==> src/rtl/ttt_pkg.sv <==
// Shared codes, FSM states and board helpers for the tic-tac-toe turn arbiter.
package ttt_pkg;

    localparam int NCELLS = 9;

    typedef enum logic [1:0] {
        CELL_EMPTY = 2'b00,
        CELL_X     = 2'b01,
        CELL_O     = 2'b10
    } cell_t;

    typedef enum logic [1:0] {
        RES_NONE = 2'b00,
        RES_P0   = 2'b01,
        RES_P1   = 2'b10,
        RES_DRAW = 2'b11
    } result_t;

    typedef enum logic [1:0] {
        ERR_NONE = 2'b00,
        ERR_TURN = 2'b01,
        ERR_POS  = 2'b10,
        ERR_OCC  = 2'b11
    } err_t;

    typedef enum logic [2:0] {
        ST_IDLE,
        ST_CLEAR,
        ST_WAIT,
        ST_CHECK,
        ST_ISSUE,
        ST_SETTLE1,
        ST_SETTLE2,
        ST_DONE
    } state_t;

    // Out-of-range positions read as empty; the caller rejects them separately.
    function automatic cell_t cell_at(input logic [2*NCELLS-1:0] board, input logic [3:0] pos);
        cell_t c;
        c = CELL_EMPTY;
        for (int i = 0; i < NCELLS; i++) begin
            if (pos == 4'(i)) begin
                c = cell_t'(board[2*i +: 2]);
            end
        end
        return c;
    endfunction

endpackage

==> src/rtl/ttt_turn_timer.sv <==
// Loadable up-counter with enable/clear; expire flags the cycle in which the count reaches the limit.
module ttt_turn_timer
    import ttt_pkg::*;
#(
    parameter int TW = 16
) (
    input  logic          clk,
    input  logic          reset,
    input  logic          i_clear,
    input  logic          i_load,
    input  logic [TW-1:0] i_load_value,
    input  logic          i_en,
    input  logic [TW-1:0] i_limit,
    output logic          o_expire
);

    logic [TW-1:0] r_count;

    always_ff @(posedge clk or posedge reset) begin
        if (reset) begin
            r_count <= '0;
        end else if (i_clear) begin
            r_count <= '0;
        end else if (i_load) begin
            r_count <= i_load_value;
        end else if (i_en && (r_count != '1)) begin
            r_count <= r_count + TW'(1);
        end
    end

    // A zero limit disables expiry altogether.
    assign o_expire = i_en && (i_limit != '0) &&
                      (({1'b0, r_count} + (TW+1)'(1)) == {1'b0, i_limit});

endmodule

==> src/rtl/ttt_turn_arbiter.sv <==
// Two-player turn arbiter: validates requests against the engine board, strobes moves, reports results.
module ttt_turn_arbiter
    import ttt_pkg::*;
#(
    parameter int FIRST_PLAYER   = 0,
    parameter int TIMEOUT_CYCLES = 0,
    parameter int TW             = 16
) (
    input  logic        clk,
    input  logic        reset,
    input  logic        start,
    input  logic        req0,
    input  logic [3:0]  pos0,
    input  logic        req1,
    input  logic [3:0]  pos1,
    output logic        ack0,
    output logic        ack1,
    output logic        nack0,
    output logic        nack1,
    output logic [1:0]  err_code,
    input  logic [17:0] eng_board,
    input  logic        eng_game_over,
    input  logic [1:0]  eng_winner,
    output logic        eng_reset,
    output logic        mv_valid,
    output logic        mv_player,
    output logic [3:0]  mv_pos,
    output logic        turn,
    output logic [3:0]  move_count,
    output logic        done,
    output logic [1:0]  result,
    output logic        forfeit
);

    localparam logic FIRST = 1'(FIRST_PLAYER);

    state_t     r_state, w_state_next;
    logic       r_turn, w_turn_next;
    logic [3:0] r_pos, w_pos_next;
    logic [3:0] r_move_count, w_move_count_next;
    result_t    r_result, w_result_next;
    logic       r_forfeit, w_forfeit_next;
    logic       r_ack0, w_ack0_next, r_ack1, w_ack1_next;
    logic       r_nack0, w_nack0_next, r_nack1, w_nack1_next;
    err_t       r_err, w_err_next;
    logic       r_mv_valid, w_mv_valid_next;
    logic       r_mv_player, w_mv_player_next;
    logic [3:0] r_mv_pos, w_mv_pos_next;
    logic       r_eng_reset, w_eng_reset_next;

    logic       w_req_turn, w_req_other, w_expire, w_tmr_clear;
    logic [3:0] w_pos_turn;

    assign w_req_turn  = r_turn ? req1 : req0;
    assign w_req_other = r_turn ? req0 : req1;
    assign w_pos_turn  = r_turn ? pos1 : pos0;

    // The timer restarts whenever WAIT is entered for a fresh turn, not after a rejected move.
    assign w_tmr_clear = (r_state == ST_CLEAR) || ((r_state == ST_SETTLE2) && !eng_game_over);

    ttt_turn_timer #(.TW(TW)) u_timer (
        .clk          (clk),
        .reset        (reset),
        .i_clear      (w_tmr_clear),
        .i_load       (1'b0),
        .i_load_value ('0),
        .i_en         (r_state == ST_WAIT),
        .i_limit      (TW'(TIMEOUT_CYCLES)),
        .o_expire     (w_expire)
    );

    always_ff @(posedge clk or posedge reset) begin
        if (reset) begin
            r_state      <= ST_IDLE;
            r_turn       <= FIRST;
            r_pos        <= '0;
            r_move_count <= '0;
            r_result     <= RES_NONE;
            r_forfeit    <= 1'b0;
            r_ack0       <= 1'b0;
            r_ack1       <= 1'b0;
            r_nack0      <= 1'b0;
            r_nack1      <= 1'b0;
            r_err        <= ERR_NONE;
            r_mv_valid   <= 1'b0;
            r_mv_player  <= 1'b0;
            r_mv_pos     <= '0;
            r_eng_reset  <= 1'b0;
        end else begin
            r_state      <= w_state_next;
            r_turn       <= w_turn_next;
            r_pos        <= w_pos_next;
            r_move_count <= w_move_count_next;
            r_result     <= w_result_next;
            r_forfeit    <= w_forfeit_next;
            r_ack0       <= w_ack0_next;
            r_ack1       <= w_ack1_next;
            r_nack0      <= w_nack0_next;
            r_nack1      <= w_nack1_next;
            r_err        <= w_err_next;
            r_mv_valid   <= w_mv_valid_next;
            r_mv_player  <= w_mv_player_next;
            r_mv_pos     <= w_mv_pos_next;
            r_eng_reset  <= w_eng_reset_next;
        end
    end

    always_comb begin
        w_state_next      = r_state;
        w_turn_next       = r_turn;
        w_pos_next        = r_pos;
        w_move_count_next = r_move_count;
        w_result_next     = r_result;
        w_forfeit_next    = r_forfeit;
        w_ack0_next       = 1'b0;
        w_ack1_next       = 1'b0;
        w_nack0_next      = 1'b0;
        w_nack1_next      = 1'b0;
        w_err_next        = ERR_NONE;
        w_mv_valid_next   = 1'b0;
        w_mv_player_next  = r_mv_player;
        w_mv_pos_next     = r_mv_pos;
        w_eng_reset_next  = 1'b0;

        case (r_state)
            ST_IDLE, ST_DONE: begin
                w_nack0_next = req0;
                w_nack1_next = req1;
                if (req0 || req1) w_err_next = ERR_TURN;
                if (start) begin
                    w_state_next      = ST_CLEAR;
                    w_eng_reset_next  = 1'b1;
                    w_move_count_next = '0;
                    w_result_next     = RES_NONE;
                    w_forfeit_next    = 1'b0;
                    w_turn_next       = FIRST;
                end
            end
            ST_CLEAR: w_state_next = ST_WAIT;
            ST_WAIT: begin
                if (w_expire) begin
                    // A request racing the timeout loses: the turn is already forfeited.
                    w_nack0_next   = req0;
                    w_nack1_next   = req1;
                    if (req0 || req1) w_err_next = ERR_TURN;
                    w_result_next  = r_turn ? RES_P0 : RES_P1;
                    w_forfeit_next = 1'b1;
                    w_state_next   = ST_DONE;
                end else begin
                    if (w_req_turn) begin
                        w_pos_next   = w_pos_turn;
                        w_state_next = ST_CHECK;
                    end
                    if (w_req_other) begin
                        w_nack0_next = r_turn;
                        w_nack1_next = !r_turn;
                        w_err_next   = ERR_TURN;
                    end
                end
            end
            ST_CHECK: begin
                if ((r_pos > 4'd8) || (cell_at(eng_board, r_pos) != CELL_EMPTY)) begin
                    w_nack0_next = !r_turn;
                    w_nack1_next = r_turn;
                    w_err_next   = (r_pos > 4'd8) ? ERR_POS : ERR_OCC;
                    w_state_next = ST_WAIT;
                end else begin
                    w_mv_valid_next  = 1'b1;
                    w_mv_player_next = r_turn;
                    w_mv_pos_next    = r_pos;
                    w_state_next     = ST_ISSUE;
                end
            end
            ST_ISSUE:   w_state_next = ST_SETTLE1;
            ST_SETTLE1: w_state_next = ST_SETTLE2;
            ST_SETTLE2: begin
                w_ack0_next       = !r_turn;
                w_ack1_next       = r_turn;
                w_move_count_next = (r_move_count == 4'd9) ? 4'd9 : r_move_count + 4'd1;
                if (eng_game_over) begin
                    w_result_next = result_t'(eng_winner);
                    w_state_next  = ST_DONE;
                end else begin
                    w_turn_next  = !r_turn;
                    w_state_next = ST_WAIT;
                end
            end
            default: w_state_next = ST_IDLE;
        endcase
    end

    assign ack0       = r_ack0;
    assign ack1       = r_ack1;
    assign nack0      = r_nack0;
    assign nack1      = r_nack1;
    assign err_code   = r_err;
    assign eng_reset  = r_eng_reset;
    assign mv_valid   = r_mv_valid;
    assign mv_player  = r_mv_player;
    assign mv_pos     = r_mv_pos;
    assign turn       = r_turn;
    assign move_count = r_move_count;
    assign done       = (r_state == ST_DONE);
    assign result     = r_result;
    assign forfeit    = r_forfeit;

endmodule

==> config.mk <==
export PLATFORM = sky130hd
export DESIGN_NAME = ttt_turn_arbiter
export DESIGN_NICKNAME = d
export VERILOG_FILES = /design/src/rtl/ttt_pkg.sv /design/src/rtl/ttt_turn_timer.sv /design/src/rtl/ttt_turn_arbiter.sv
export SDC_FILE = /design/constraint.sdc
export NUM_CORES = 1
export LEC_CHECK = 0
export BUFFER_PORTS_ARGS = -buffer_cell sky130_fd_sc_hd__buf_2
export CAP_MARGIN = 5
export CORE_ASPECT_RATIO = 0.8
export CORE_UTILIZATION = 49
export DETAILED_ROUTE_END_ITERATION = 8
export GPL_TIMING_DRIVEN = 1
export PLACE_DENSITY = 0.88
export SLEW_MARGIN = 15
export SYNTH_ARGS = -nofsm -noshare
export SYNTH_HDL_FRONTEND = slang
export SYNTH_SLANG_ARGS = --single-unit
==> constraint.sdc <==
create_clock -name clk -period 2.45 [get_ports clk]
set_input_delay 0.49 -clock clk [delete_from_list [all_inputs] [get_ports clk]]
set_output_delay 0.49 -clock clk [all_outputs]
set_load 0.02 [all_outputs]
Yosys cells after proc, flatten, opt, wreduce, memory -nomap -nowiden
Cells that the tools add are included.

Register bits after elaboration: 27. Bits in latches: 0. Bits in writable memories: 0. Bits in read-only memories: 0. Input bits: 34. Output and inout bits: 22. Logic and storage cells: 95. Memories: 0.

Add/sub/neg operators: 1. $mul: 0. Divide/modulo/power cells: 0. Magnitude comparators: 1. Eq/ne operators: 20. Shift operators: 0. Mux-type cells: 44. Bitwise logic cells: 1. Reductions and logical operators: 14.

Operators by type and width (count): $mux W2 (13); $pmux W3 S7 (1); $mux W1 (17); $eq A4 B3 Y1 const B (4); $eq A3 B3 Y1 const B (4); $mux W3 (4); $mux W4 (3); $eq A4 B2 Y1 const B (2); $eq A4 B4 Y1 const B (2); $ne A2 B2 Y1 const B (4); $pmux W4 S2 (1); $reduce_and A2 Y1 (4); $eq A3 B2 Y1 const B (2); $pmux W1 S3 (2); $pmux W2 S3 (1); $reduce_and A3 Y1 (2); $add A4 B1 Y4 const B (1); $eq A4 B1 Y1 const B (1); $gt A4 B4 Y1 const B (1); $logic_not A4 Y1 (1); $pmux W2 S2 (1); $reduce_bool A2 Y1 (2); $eq A3 B1 Y1 const B (1); $logic_not A3 Y1 (1); 5 further kinds (6).

Depth between registers and ports, before layout
Depth in word-level cells: 15. Gate-level depth with buffers: 8. Depth with buffers taken out: 6.

By module
A second synthesis with hierarchy kept.

Cell total of the unflattened synthesis: 342. Area total of the unflattened synthesis: 3049.2 µm².

By module, submodules not included: ttt_turn_arbiter (times used 1, cells each 165, area an instance 1576.5 µm², sequential area each 700.7 µm²); ttt_turn_timer (times used 1, cells each 177, area an instance 1472.7 µm², sequential area each 400.4 µm²).

Worst setup path before layout
No wires, ideal clock.

Path type: register -> register. Start point: register r_pos[1]. End point: register r_mv_player, in the netlist mv_player. Setup time: 0.125 ns. Arrival time: 1.714 ns. Data required time: 2.325 ns. Slack: 0.611 ns. Stages on the path, launching flop included: 7. Buffers on the path: 1. Period minus slack after synthesis: 1.839 ns. Path through: dfrtp_1 > buf_6 > or3_4 > o21ai_1 > nand3_1 > a21oi_4 > mux2_4.

Word-level cells in the longest chain between the ends: 15. Elaborated cells on any way between the ends: 24. Classes of those cells: order compare (1); eq/ne (8); mux (10); bitwise (1); reduce/logical (4).

RTL lines: start, declared (line ttt_turn_arbiter.sv:39) `logic [3:0] r_pos, w_pos_next;`; start signal, assigned (line ttt_turn_arbiter.sv:92) `r_pos <= w_pos_next;`; $logic_not A4 Y1 (line ttt_pkg.sv:42) `if (pos == 4'(i)) begin`; $mux W2 (9 in series) (line ttt_pkg.sv:42); $mux W2 (line ttt_turn_arbiter.sv:125) `case (r_state)`; $reduce_bool A2 Y1 (line ttt_turn_arbiter.sv:162) `if ((r_pos > 4'd8) || (cell_at(eng_board, r_pos) != CELL_EMPTY)) begin`; $logic_or A1 B1 Y1 (*) (line ttt_turn_arbiter.sv:162); $not A1 Y1 (no line) (*); $reduce_and A2 Y1 (no line) (*); end signal, assigned (line ttt_turn_arbiter.sv:102) `r_mv_player <= w_mv_player_next;`; end, declared (line ttt_turn_arbiter.sv:47) `logic r_mv_player, w_mv_player_next;`.

Mark *: on every way between the ends. The rest lies on a longest branch, timed or not. The select of a mux whose other input is x is not followed. A chain may end at the register's enable or synchronous reset.

Worst setup path after layout
Start point: register r_pos[0]. End point: register r_mv_pos[2], in the netlist mv_pos[2].

Word-level cells in the longest chain between the ends: 15. Elaborated cells on any way between the ends: 24. Classes of those cells: order compare (1); eq/ne (8); mux (10); bitwise (1); reduce/logical (4).

RTL lines: $logic_not A4 Y1 (line ttt_pkg.sv:42); $mux W2 (9 in series) (line ttt_pkg.sv:42); $mux W2 (line ttt_turn_arbiter.sv:125); $reduce_bool A2 Y1 (line ttt_turn_arbiter.sv:162); $logic_or A1 B1 Y1 (*) (line ttt_turn_arbiter.sv:162); $not A1 Y1 (no line) (*); $reduce_and A2 Y1 (no line) (*); end signal, assigned (line ttt_turn_arbiter.sv:103) `r_mv_pos <= w_mv_pos_next;`; end, declared (line ttt_turn_arbiter.sv:48) `logic [3:0] r_mv_pos, w_mv_pos_next;`.

Marks and branches as above.

==> run_results.csv <==
group,metric,value,unit
die,ios,56,
timing,final-max-slew-violation-count,0,
timing,grt_setup_unrepaired,"false",
min_path,min_path_type,"in -> async",
logic_synthesis,synth_edf_count,0,
logic_synthesis,synth_compound_area_share,19.49,%
finish,n_antenna_cell,0,
run_status,outcome,"complete, no violations",
logic_synthesis,synthCells,163,
global_routing,grt_max_degree,28,
clock_tree,cts_hold_buf,0,
die,fp.dieArea,3346,um^2
logic_synthesis,yosys-top-cells-area,"dfrtp_1 (44%), mux2_4 (4.9%), o21ai_0 (4.9%), nand2_1 (4.7%), mux2i_1 (3.9%)",
clock_tree,cts_root_buffer,"clkbuf_8",
placed_design,placed_area,1787,um^2
timing,min_period,2.117,ns
global_routing,grt_antenna_before_repair,0,
clock_tree,cts.clk_slew.worst_paths,0.09,ns
die,die_width,64.43,um
timing,hold_slack,0.2509,ns
routing,viasPerCell,5.177,
logic_synthesis,ys_seq_area_share,44.23,%
worst_setup_path,crit_path_end_kind,"register",
logic_synthesis,synth_simple_gate_area_share,16.79,%
clock_tree,htree_levels,1,
timing,setup-violations-final,0,
logic_synthesis,yosys.area.top_type,"dfrtp_1",
worst_setup_path,cp.arrival,2.29,ns
finish,stdcell_area,1833,um^2
logic_synthesis,ys.flop_type,"dfrtp_1",
logic_synthesis,yosysTopAreaCellShare,44.23,%
logic_synthesis,synthAdderAreaFrac,1.638,%
logic_synthesis,synth_area,1528,um^2
timing,hold_viol,0,
routing,routedWlPerCell,11.90,um
clock_tree,clock_sinks,27,
logic_synthesis,synth.most_common_cell,"dfrtp_1",
die,num_rows,17,
timing,tightest_slew,0.5363,ns
clock_tree,cts_tree,"built",
clock_tree,cts-resized-gates,0,
global_routing,grt.total_usage,18.38,%
global_routing,grt_overflow,0,
finish,area_delta_synth_final,19.98,%
logic_synthesis,ys_ff_latch,27,
logic_synthesis,syn_area_per_cell,9.372,um^2
routing,antenna_left,0,
timing,slew_headroom,63.87,%
finish,drive_gt1_share,33.65,%
clock_tree,insertion_delay,0.28,ns
clock_tree,clockBufferDepth,2,
clock_tree,post_cts_buffers,0,
timing,timing.final.crit_share,86.42,%
pwr,power,2.238,mW
routing,drtPass1Iterations,4,
global_routing,grt_pass1_wl,4581,um
finish,fin_util,64.31,%
die,chipHeight,51.94,um
placed_design,numPortBuffers,54,
die,initial_utilization,53.60,%
worst_setup_path,critPathRequiredTime,2.62,ns
logic_synthesis,synth_fp_nets,199,
logic_synthesis,synth_top_family_by_area,"compound AO/OA/AOI/OAI gates",
flow_run,drv_cap,0,
global_routing,grt_pass1_vias,1014,
routing,drc,0,
worst_setup_path,crit_fanout,15,
pwr,peakVddDrop,0.6081,mV
routing,routed_wl,2964,um
logic_synthesis,synth_xor_area_share,0,%
logic_synthesis,yosysWarnings,0,
timing,setup_tns,0,ns
worst_setup_path,startpoint_type,"register",
pwr,power_density,1221,nW/um^2
logic_synthesis,yosys-mux-area-fraction,10.32,%
finish,nets,248,
logic_synthesis,async_reset_ff_share,100.0,%
timing,fmax,472.3,MHz
routing,drt_iter0_markers,25,
logic_synthesis,ys_types,40,
logic_synthesis,synth_commonest_cells,"dfrtp_1 (27), nand2_1 (19), o21ai_0 (15), nor2_1 (14), inv_1 (12)",
placed_design,place_hpwl,2327,um
pwr,p_leak,0.9576,nW
die,core,2850,um^2
clock_tree,cts_buffers,3,
routing,vias,1289,
placed_design,gp_congestion,0.8782,
timing,fin_skew,0.003287,ns
worst_setup_path,crit_type,"reg -> reg",
## layer usage
layer  GRT usage [%]  part of all wire (%)
met1           24.34                    47
met2           29.65                    46
met3           4.825                   5.8
met4           5.556                  0.78
met5               0                     0
## worst paths after layout
| check | startpoint | endpoint | slack (ns) | cells after the start |
|---|---|---|---|---|
| worst max-delay path | r_pos[0] | mv_pos[2] | 0.33 | 6 |
| worst min-delay path | reset | ack1 | 0.25 | 3 |
| worst max register to register | r_pos[0] | mv_pos[2] | 0.33 | 6 |
| worst min register to register | result[1] | result[1] | 0.50 | 2 |
| max in group asynchronous | reset | r_pos[0] | 1.95 | 3 |
| min in group clk | eng_winner[0] | result[0] | 0.43 | 3 |
## worst max-delay path: stages, from the launching register on
cell	delay, ns
dfrtp_1	0.62
or3b_1	0.18
a21oi_1	0.05
a31oi_1	0.28
o2111ai_4	0.19
a21oi_4	0.36
mux2_4	0.33
## cell families (layout without fill, tap and decap cells)
kind of cell,after synthesis,count (layout)
muxes,13,13
other,1,1
adders and majority gates,2,2
buffers and inverters,23,71
AOI/OAI and AO/OA,43,43
and+or+nand+nor,54,54
DFF,27,27
## where the power goes
| group | total, mW | internal, mW | switching, mW |
|---|---|---|---|
| Sequential | 0.881 | 0.625 | 0.255 |
| Combinational | 1.11 | 0.508 | 0.599 |
| Clock | 0.250 | 0.114 | 0.136 |
| Total | 2.24 | 1.25 | 0.990 |
## cells in the final DEF, fill, tap and decap left out, types with 3 or more instances in the layout
| cell type | n |
|---|---|
| nor3_1 | 3 |
| dfrtp_1 | 27 |
| buf_2 | 54 |
| o31ai_1 | 3 |
| a21oi_1 | 4 |
| a31oi_1 | 3 |
| o21ai_0 | 15 |
| nand2_1 | 19 |
| mux2_4 | 5 |
| nor2_1 | 14 |
| and3_1 | 3 |
| nand3_1 | 7 |
| clkbuf_8 | 3 |
| mux2i_1 | 6 |
| o21ai_1 | 4 |
| inv_1 | 12 |
| a211oi_1 | 3 |
## layout make-up
cell class,count,area (um^2)
clock buffers,3,41.29
clock inverters,1,5.005
fillers,266,1017
inverters,12,45.04
multi-input cells,113,740.7
flip-flops and latches,27,675.6
well taps,38,47.55
repair buffers,55,277.8
## stage by stage
| step | instances | setup WS (ns) |
|---|---|---|
| 3_3_place_gp | 245 | 0.4211 |
| 2_1_floorplan | 163 | 0.6113 |
| 4_1_cts | 249 | 0.3371 |
| 5_1_grt | 249 | 0.2317 |
| 3_5_place_dp | 245 | 0.3822 |
| 6_report | 249 | 0.3328 |
## flip-flops by register name, indices dropped and copies added (netlist names), 2 cells and up
signal / flops
mv_pos: 4
r_pos: 4
r_state: 3
err_code: 2
result: 2
move_count: 4
Power figures use the tool's default switching activity.
